[src/rtl/calc_driver.sv]
// Sequences one operation at a time into a simple calculator: load strobe,
// calc strobe until a result or a timeout, clear strobe, then a held response.
module calc_driver #(
    parameter int LOAD_CYCLES  = 2,
    parameter int CLEAR_CYCLES = 2,
    parameter int TIMEOUT      = 16
) (
    input  logic       clk,
    input  logic       reset,

    input  logic       req_valid_i,
    output logic       req_ready_o,
    input  logic [4:0] req_a_i,
    input  logic [4:0] req_b_i,
    input  logic       req_mode_i,

    output logic [4:0] calc_a_o,
    output logic [4:0] calc_b_o,
    output logic       calc_mode_o,
    output logic       calc_input_valid_o,
    output logic       calc_calc_o,
    output logic       calc_clear_o,
    input  logic [4:0] calc_result_i,
    input  logic       calc_output_valid_i,

    output logic       resp_valid_o,
    input  logic       resp_ready_i,
    output logic [4:0] resp_result_o,
    output logic       resp_timeout_o,
    output logic [7:0] op_count_o
);

    typedef enum logic [2:0] {
        IDLE  = 3'd0,
        LOAD  = 3'd1,
        CALC  = 3'd2,
        CLEAR = 3'd3,
        RESP  = 3'd4
    } state_t;

    localparam logic [7:0] LOAD_LAST  = 8'(LOAD_CYCLES - 1);
    localparam logic [7:0] CALC_LAST  = 8'(TIMEOUT - 1);
    localparam logic [7:0] CLEAR_LAST = 8'(CLEAR_CYCLES - 1);

    state_t     state_reg;
    logic [7:0] cnt_reg;
    logic [4:0] a_reg;
    logic [4:0] b_reg;
    logic       mode_reg;
    logic [4:0] result_reg;
    logic       timeout_reg;
    logic [7:0] count_reg;

    always_ff @(posedge clk or posedge reset) begin
        if (reset) begin
            state_reg   <= IDLE;
            cnt_reg     <= '0;
            a_reg       <= '0;
            b_reg       <= '0;
            mode_reg    <= 1'b0;
            result_reg  <= '0;
            timeout_reg <= 1'b0;
            count_reg   <= '0;
        end else begin
            case (state_reg)
                IDLE: begin
                    if (req_valid_i) begin
                        a_reg     <= req_a_i;
                        b_reg     <= req_b_i;
                        mode_reg  <= req_mode_i;
                        cnt_reg   <= '0;
                        state_reg <= LOAD;
                    end
                end
                LOAD: begin
                    if (cnt_reg == LOAD_LAST) begin
                        cnt_reg   <= '0;
                        state_reg <= CALC;
                    end else begin
                        cnt_reg <= cnt_reg + 8'd1;
                    end
                end
                CALC: begin
                    // A result on the last allowed cycle still wins over the timeout.
                    if (calc_output_valid_i) begin
                        result_reg  <= calc_result_i;
                        timeout_reg <= 1'b0;
                        cnt_reg     <= '0;
                        state_reg   <= CLEAR;
                    end else if (cnt_reg == CALC_LAST) begin
                        result_reg  <= '0;
                        timeout_reg <= 1'b1;
                        cnt_reg     <= '0;
                        state_reg   <= CLEAR;
                    end else begin
                        cnt_reg <= cnt_reg + 8'd1;
                    end
                end
                CLEAR: begin
                    if (cnt_reg == CLEAR_LAST) begin
                        cnt_reg   <= '0;
                        state_reg <= RESP;
                    end else begin
                        cnt_reg <= cnt_reg + 8'd1;
                    end
                end
                RESP: begin
                    if (resp_ready_i) begin
                        count_reg <= count_reg + 8'd1;
                        state_reg <= IDLE;
                    end
                end
                default: begin
                    cnt_reg   <= '0;
                    state_reg <= IDLE;
                end
            endcase
        end
    end

    // Strobes are pure state decodes so an asynchronous reset drops them at once.
    assign req_ready_o        = (state_reg == IDLE) && !reset;
    assign calc_input_valid_o = (state_reg == LOAD);
    assign calc_calc_o        = (state_reg == CALC);
    assign calc_clear_o       = (state_reg == CLEAR);
    assign resp_valid_o       = (state_reg == RESP);

    assign calc_a_o       = a_reg;
    assign calc_b_o       = b_reg;
    assign calc_mode_o    = mode_reg;
    assign resp_result_o  = result_reg;
    assign resp_timeout_o = timeout_reg;
    assign op_count_o     = count_reg;

endmodule

[config.mk]
export PLATFORM = sky130hd
export DESIGN_NAME = calc_driver
export DESIGN_NICKNAME = d
export VERILOG_FILES = /design/src/rtl/calc_driver.sv
export SDC_FILE = /design/constraint.sdc
export NUM_CORES = 1
export LEC_CHECK = 0
export ABC_AREA = 1
export CAP_MARGIN = 20
export CORE_ASPECT_RATIO = 0.7
export CORE_MARGIN = 10
export CORE_UTILIZATION = 35
export CTS_BUF_LIST = sky130_fd_sc_hd__clkbuf_8 sky130_fd_sc_hd__clkbuf_16
export DETAILED_ROUTE_END_ITERATION = 7
export PLACE_DENSITY = 0.66
export SYNTH_ARGS = -nofsm -noshare
export SYNTH_HDL_FRONTEND = slang
export SYNTH_SLANG_ARGS = --single-unit
[constraint.sdc]
create_clock -name clk -period 1.9 [get_ports clk]
set_input_delay 0.38 -clock clk [delete_from_list [all_inputs] [get_ports clk]]
set_output_delay 0.38 -clock clk [all_outputs]
set_load 0.05 [all_outputs]
==> flow_summary_export.csv, run 1 <==
group,metric,value,unit
power_and_ir_drop,ir_worst_vdd,0.2408,mV
synth,synth_nets,248,
clock_tree,clock_latency,0.28,ns
floorplanning,die_h,80.69,um
timing,worst_pin_slew,0.5097,ns
global_route,grtUsageMet1,0.1505,
cells_and_area,drive_above_1_share,0.1596,
detailed_routing,drt_iter0_drc,72,
setup_path,cp-start-kind,"flip-flop",
detailed_routing,ant_nets,0,
cells_and_area,fillers,494,
global_route,grt_max_degree,37,
setup_path,critPathArrivalTime,1.44,ns
clock_tree,cts_hold_buffers,0,
setup_path,path_cells,"clkdlybuf4s50_1",
synth,netlist_area,1842,um2
cells_and_area,layout_common_cells,"nand2_1, dfrtp_1, inv_1, nand3_1, clkdlybuf4s50_1",
timing,fin_crit_sh,0.9555,
setup_path,cp_max_fo,2,
setup_path,critPathKind,"flip-flop to primary output",
setup_path,cp_slowest_cell,"clkdlybuf4s50_1",
timing,fmax,0.5508,GHz
cells_and_area,finalCoreUtilization,0.5137,
synth,synth.distinct_cells,22,
placement,portBuffers,50,
detailed_routing,dr_total_vias,1609,
synth,synth_warnings,0,
cells_and_area,multiInputGateArea,812.0,um2
detailed_routing,wire_per_inst,12.70,um
floorplanning,start_util,0.3728,
global_route,grt_use_total,0.1094,
timing,slew_headroom,0.6592,
cells_and_area,final_net_count,306,
placement,place_hpwl,3505,um
timing,period_needed,1.815,ns
cells_and_area,instances_no_fill,351,
power_and_ir_drop,p_int,1.049,mW
floorplanning,die-area,8610,um2
global_route,grt_pass1_vias,1552,
detailed_routing,drc,0,
synth,yosysSeqAreaShare,0.4891,
placement,finalWeightedCongestion,0.8877,
clock_tree,clockRootBuffer,"clkbuf_8",
synth,synth_seq_cells,36,
detailed_routing,via_per_inst,4.584,
setup_path,crit_family,"buffers and inverters",
power_and_ir_drop,p_per_area,527.5,nW/um2
timing,finalClockSkew,0.006311,ns
clock_tree,htreeDepth,2,
clock_tree,cts_buffers,5,
global_route,grtUsageMet3,0.03349,
hold_path,hp-class,"flip-flop to flip-flop",
setup_path,crit_path_max_incr_delay,0.81,ns
synth,avgSynthCellArea,8.222,um2
cells_and_area,ff_latch_area,902.1,um2
timing,finalHoldViolCount,0,
power_and_ir_drop,netSwitchingPower,289.3,uW
detailed_routing,firstDrtPassIters,4,
timing,setup_viol,0,
synth,postSynthCellCount,224,
setup_path,worstPathRequired,1.52,ns
timing,rsz0062_at_grt,"no",
timing,slew_violations,0,
setup_path,end_kind,"primary output",
synth,synth.top_cell.area_share,0.4891,
run,cap_violations,0,
floorplanning,design.core.area,4940,um2
global_route,grt-busiest-layer,"met2",
global_route,antenna_found_initial,0,
floorplanning,rows,21,
floorplanning,die_width,106.7,um
clock_tree,cts_buffer_depth,2,
outcome,status,"completed",
synth,yosys-top-cells-area,"dfrtp_1, nand2_1, nand3_1",
cells_and_area,final_common_cell,"nand2_1",
power_and_ir_drop,cellLeakagePower,1.340,nW
clock_tree,cts_tree,"built",
placement,place_inst,344,
global_route,overflow,0,
power_and_ir_drop,comb_power_share,0.048,
cells_and_area,areaGrowthSynthToFinish,37.77,%
clock_tree,cts.sinks,36,
setup_path,rrSetupSlack,0.24,ns
global_route,grt_pass1_wl,7645,um
synth,synth_top_area_cell,"dfrtp_1",
detailed_routing,routed_wl,4456,um
power_and_ir_drop,sw_frac_of_total,0.2161,
power_and_ir_drop,p_clk_frac,0.379,
setup_path,worst-path-buf-inv,1,
cells_and_area,n_antenna_cell,0,
floorplanning,ios,51,
clock_tree,clk_pin_slew,0.07,ns
timing,tns,0,ns
power_and_ir_drop,p_seq_frac,0.572,
global_route,grt.met2_usage,0.1542,
cell usage after synthesis:
| library cell | number |
|---|---|
| buf_1 | 1 |
| o21ai_2 | 2 |
| nand4_1 | 8 |
| xnor2_1 | 2 |
| nor2_2 | 1 |
| o21ai_1 | 5 |
| nand2_1 | 68 |
| clkinv_2 | 1 |
| nor3_1 | 2 |
| nand2_2 | 1 |
| ha_1 | 3 |
| inv_2 | 4 |
| nor2_1 | 16 |
| mux2_1 | 11 |
| nor4_1 | 1 |
| buf_4 | 1 |
| xor2_1 | 3 |
| nand3_1 | 27 |
| inv_1 | 29 |
| nor3_4 | 1 |
| o211ai_1 | 1 |
| dfrtp_1 | 36 |
worst reg2reg max path, cell delays in order, from the launching register on:
cell	delay (ns)
dfrtp_1	0.44
ha_1	0.21
nand2_1	0.08
nor2_1	0.18
nand3_1	0.15
nand2_1	0.20
nand2_1	0.14
nand2_1	0.08
o21ai_1	0.06
cells by family after synthesis:
kind of cell               count (synthesis)  synth area share
adders and majority gates                  3           0.02038
xor gates and xnor gates                   5           0.02378
buffers and inverters                     36           0.07608
AOI/OAI and AO/OA                          8           0.02717
and+or+nand+nor                          125            0.2962
DFF                                       36            0.4891
muxes                                     11           0.06726
per-stage QoR:
step / hold WS, ns / setup slack [ns] / instance area [um2] / power [mW]
after CTS: 0.4784 / 0.01550 / 2534 / 1.357
after detailed placement: 0.4601 / 0.2091 / 2456 / 0.8478
after global routing: 0.5036 / 0.01982 / 2537 / 1.404
after global placement: 0.4555 / 0.2623 / 2456 / 0.8476
after floorplan: 0.5100 / 0.06038 / 1853 / 0.7970
final: 0.4726 / 0.08458 / 2537 / 1.338
worst paths after layout:
check | startpoint | cells after the start | to
min reg2reg | resp_result_o[1]$_DFFE_PP0P_ | 2 | resp_result_o[1]$_DFFE_PP0P_
max | calc_b_o[4]$_DFFE_PP0P_ | 1 | calc_b_o[4]
max reg2reg | cnt_reg[0]$_DFFE_PP0P_ | 8 | cnt_reg[1]$_DFFE_PP0P_
min | resp_result_o[1]$_DFFE_PP0P_ | 2 | resp_result_o[1]$_DFFE_PP0P_
max in group asynchronous | reset | 3 | state_reg[2]$_DFFE_PP0P_
min in group asynchronous | reset | 3 | state_reg[1]$_DFFE_PP0P_
layer usage:
metal  share of wire  vias up
li1                -      835
met1            0.50      720
met2            0.41       50
met3           0.080        4
met4           0.012        0
met5               0        -
layout make-up:
cell class / count / share of cell area
Timing Repair Buffer: 53 / 0.2081
Sequential cell: 36 / 0.3555
Clock inverter: 2 / 0.003452
Inverter: 34 / 0.05178
Clock buffer: 5 / 0.02712
Multi-Input combinational cell: 152 / 0.3200
Tap cell: 69 / 0.03402
power groups by stage:
stage | Combinational [mW] | Clock, mW | Sequential (mW)
4_1_cts | 0.0675 | 0.524 | 0.766
2_1_floorplan | 0.0163 | 0 | 0.781
3_3_place_gp | 0.0669 | 0 | 0.781
5_1_grt | 0.0727 | 0.566 | 0.765
3_5_place_dp | 0.0671 | 0 | 0.781
6_report | 0.0648 | 0.508 | 0.766
timing repair:
action | CTS | global route
endpoints found under the setup margin | 0 | 1
resized for setup | 0 | 2
setup buffers | 0 | 0
Note: power is estimated with default switching activity, not from simulation.
==> inputs of run 2 (changes only) <==
- SETUP_SLACK_MARGIN: unset -> 0.02
- clock period: 1.9 -> 1.72 ns (I/O delays scaled with it)
==> run 2 against run 1 <==
Effect of this change: sequential share of layout area down 1.4 points; clock power grew 43%; highest routed layer unchanged; clock-buffer cell count stayed put; wire length is 2.8% higher; non-clock buffer count up 5; setup slack worse by 0.018 ns; global-route usage up 0.42 points; via count is 3.3% higher; clock skew about the same; sequential power up 10%; critical path type unchanged.
==> flow_summary_export.csv, run 2 (synthesis gave the netlist of run 1 again) <==
group,metric,value,unit
setup_path,critPathKind,"flip-flop to primary output",
detailed_routing,drc,0,
global_route,grt_pass1_wl,7831,um
setup_path,r2r-start,"cnt_reg[1]$_DFFE_PP0P_",
cells_and_area,layout_common_cells,"nand2_1, dfrtp_1, buf_4, inv_1, nand3_1",
timing,fin_crit_sh,0.9612,
global_route,overflow,0,
detailed_routing,routed_wl,4580,um
outcome,status,"completed",
hold_path,min_to,"resp_result_o[0]$_DFFE_PP0P_",
cells_and_area,n_antenna_cell,0,
clock_tree,clk_pin_slew,0.07,ns
detailed_routing,firstDrtPassIters,4,
floorplanning,design.core.area,4940,um2
clock_tree,clock_latency,0.29,ns
timing,slew_violations,0,
placement,placed_area,2494,um2
floorplanning,start_util,0.3728,
cells_and_area,fin_area,2646,um2
cells_and_area,drive_above_1_share,0.2188,
clock_tree,cts_buffer_depth,2,
clock_tree,cts_buffers,5,
setup_path,cp_max_fo,6,
hold_path,worstHoldStart,"resp_result_o[0]$_DFFE_PP0P_",
clock_tree,cts_tree,"built",
floorplanning,die-area,8610,um2
global_route,grtUsageMet1,0.1491,
clock_tree,clockRootBuffer,"clkbuf_8",
timing,finalClockSkew,0.006220,ns
placement,finalWeightedCongestion,0.8827,
timing,finalHoldViolCount,0,
detailed_routing,ant_nets,0,
global_route,grt.met2_usage,0.1610,
detailed_routing,via_per_inst,4.655,
detailed_routing,dr_total_vias,1662,
cells_and_area,instances_no_fill,357,
power_and_ir_drop,cellLeakagePower,1.405,nW
global_route,grt_max_degree,37,
power_and_ir_drop,p_per_area,622.2,nW/um2
global_route,grt-busiest-layer,"met2",
timing,slew_headroom,0.7974,
setup_path,rrSetupSlack,0.19,ns
global_route,grt_pass1_vias,1614,
floorplanning,die_h,80.69,um
global_route,antenna_found_initial,0,
hold_path,hp-class,"flip-flop to flip-flop",
clock_tree,htreeDepth,2,
clock_tree,cts_hold_buffers,0,
floorplanning,die_width,106.7,um
timing,setup_viol,0,
cells_and_area,final_common_cell,"nand2_1",
setup_path,worstReg2RegEnd,"cnt_reg[6]$_DFFE_PP0P_",
global_route,grtUsageMet3,0.05183,
placement,place_inst,348,
detailed_routing,wire_per_inst,12.83,um
timing,fmax,0.6049,GHz
global_route,grt_use_total,0.1136,
timing,rsz0062_at_grt,"yes",
setup_path,worstPathRequired,1.38,ns
cells_and_area,finalCoreUtilization,0.5357,
timing,worst_pin_slew,0.3038,ns
run,cap_violations,0,
floorplanning,ios,51,
cells_and_area,final_net_count,311,
hold_path,hold_depth,2,
floorplanning,rows,21,
setup_path,reg2reg_depth,8,
cells_and_area,areaGrowthSynthToFinish,43.68,%
timing,period_needed,1.653,ns
clock_tree,cts.sinks,36,
timing,fin_hold_ws,0.4771,ns
detailed_routing,drt_iter0_drc,67,
power_and_ir_drop,ir_worst_vdd,0.3465,mV
placement,place_hpwl,3480,um
setup_path,end_kind,"primary output",
setup_path,critPathArrivalTime,1.31,ns
power_and_ir_drop,finalPower,1.647,mW
placement,portBuffers,50,
setup_path,cp-start-kind,"flip-flop",
[run 2: cell types whose count changed in the layout (fill, tap and decap cells not counted), moves of 2 or more]
cell             previous run  this run
buf_4                      21        30
buf_12                      5         7
clkdlybuf4s50_1            27        20
dfrtp_1                    35        33
dfrtp_2                     1         3
[run 2: repair_timing]
item | 4_1_cts | 5_1_grt
endpoints found under the hold margin | 0 | 0
cloned | 0 | 0
resized for setup | 3 | 8
setup endpoints to repair | 2 | 5
setup buffers | 1 | 0
[run 2: per-stage QoR]
stage	setup TNS [ns]	setup WS, ns
2_1_floorplan	-0.08362	-0.08362
3_3_place_gp	0	0.1461
3_5_place_dp	0	0.07695
4_1_cts	0	0.02017
5_1_grt	-0.002946	-0.002946
6_report	0	0.06675
[run 2: worst max path at each step]
stage	start	to	slack, ns
floorplan	state_reg[2]$_DFFE_PP0P_	req_ready_o	-0.08
global placement	req_valid_i	cnt_reg[2]$_DFFE_PP0P_	0.15
detailed placement	req_valid_i	cnt_reg[2]$_DFFE_PP0P_	0.08
CTS	state_reg[0]$_DFFE_PP0P_	calc_calc_o	0.02
global route	state_reg[0]$_DFFE_PP0P_	calc_clear_o	-0.003
finish	state_reg[0]$_DFFE_PP0P_	calc_clear_o	0.07
[run 2: routing by layer]
metal / vias to the layer above / wire length [um]
met1: 757 / 2307
met4: 0 / 40
li1: 847 / -
met5: - / 0
met2: 56 / 1871
met3: 2 / 360
[run 2: final cells by class]
cell class | instances | area [um2]
fillers | 480 | 2293
flip-flops and latches | 36 | 904.6
multi-input cells | 152 | 839.6
repair buffers | 58 | 576.8
inverters | 34 | 131.4
well taps | 69 | 86.33
clock buffers | 5 | 68.82
clock inverters | 3 | 38.79
[run 2: worst max-delay path, stage by stage, from the launching register on]
cell	delay, ns
dfrtp_2	0.49
inv_1	0.12
nor3_4	0.24
buf_12	0.17
[run 2: power breakdown]
group | switching, mW | leakage (nW) | internal, mW
logic | 0.0303 | 0.903 | 0.0465
registers | 0 | 0.443 | 0.846
clock network | 0.300 | 0.0593 | 0.424
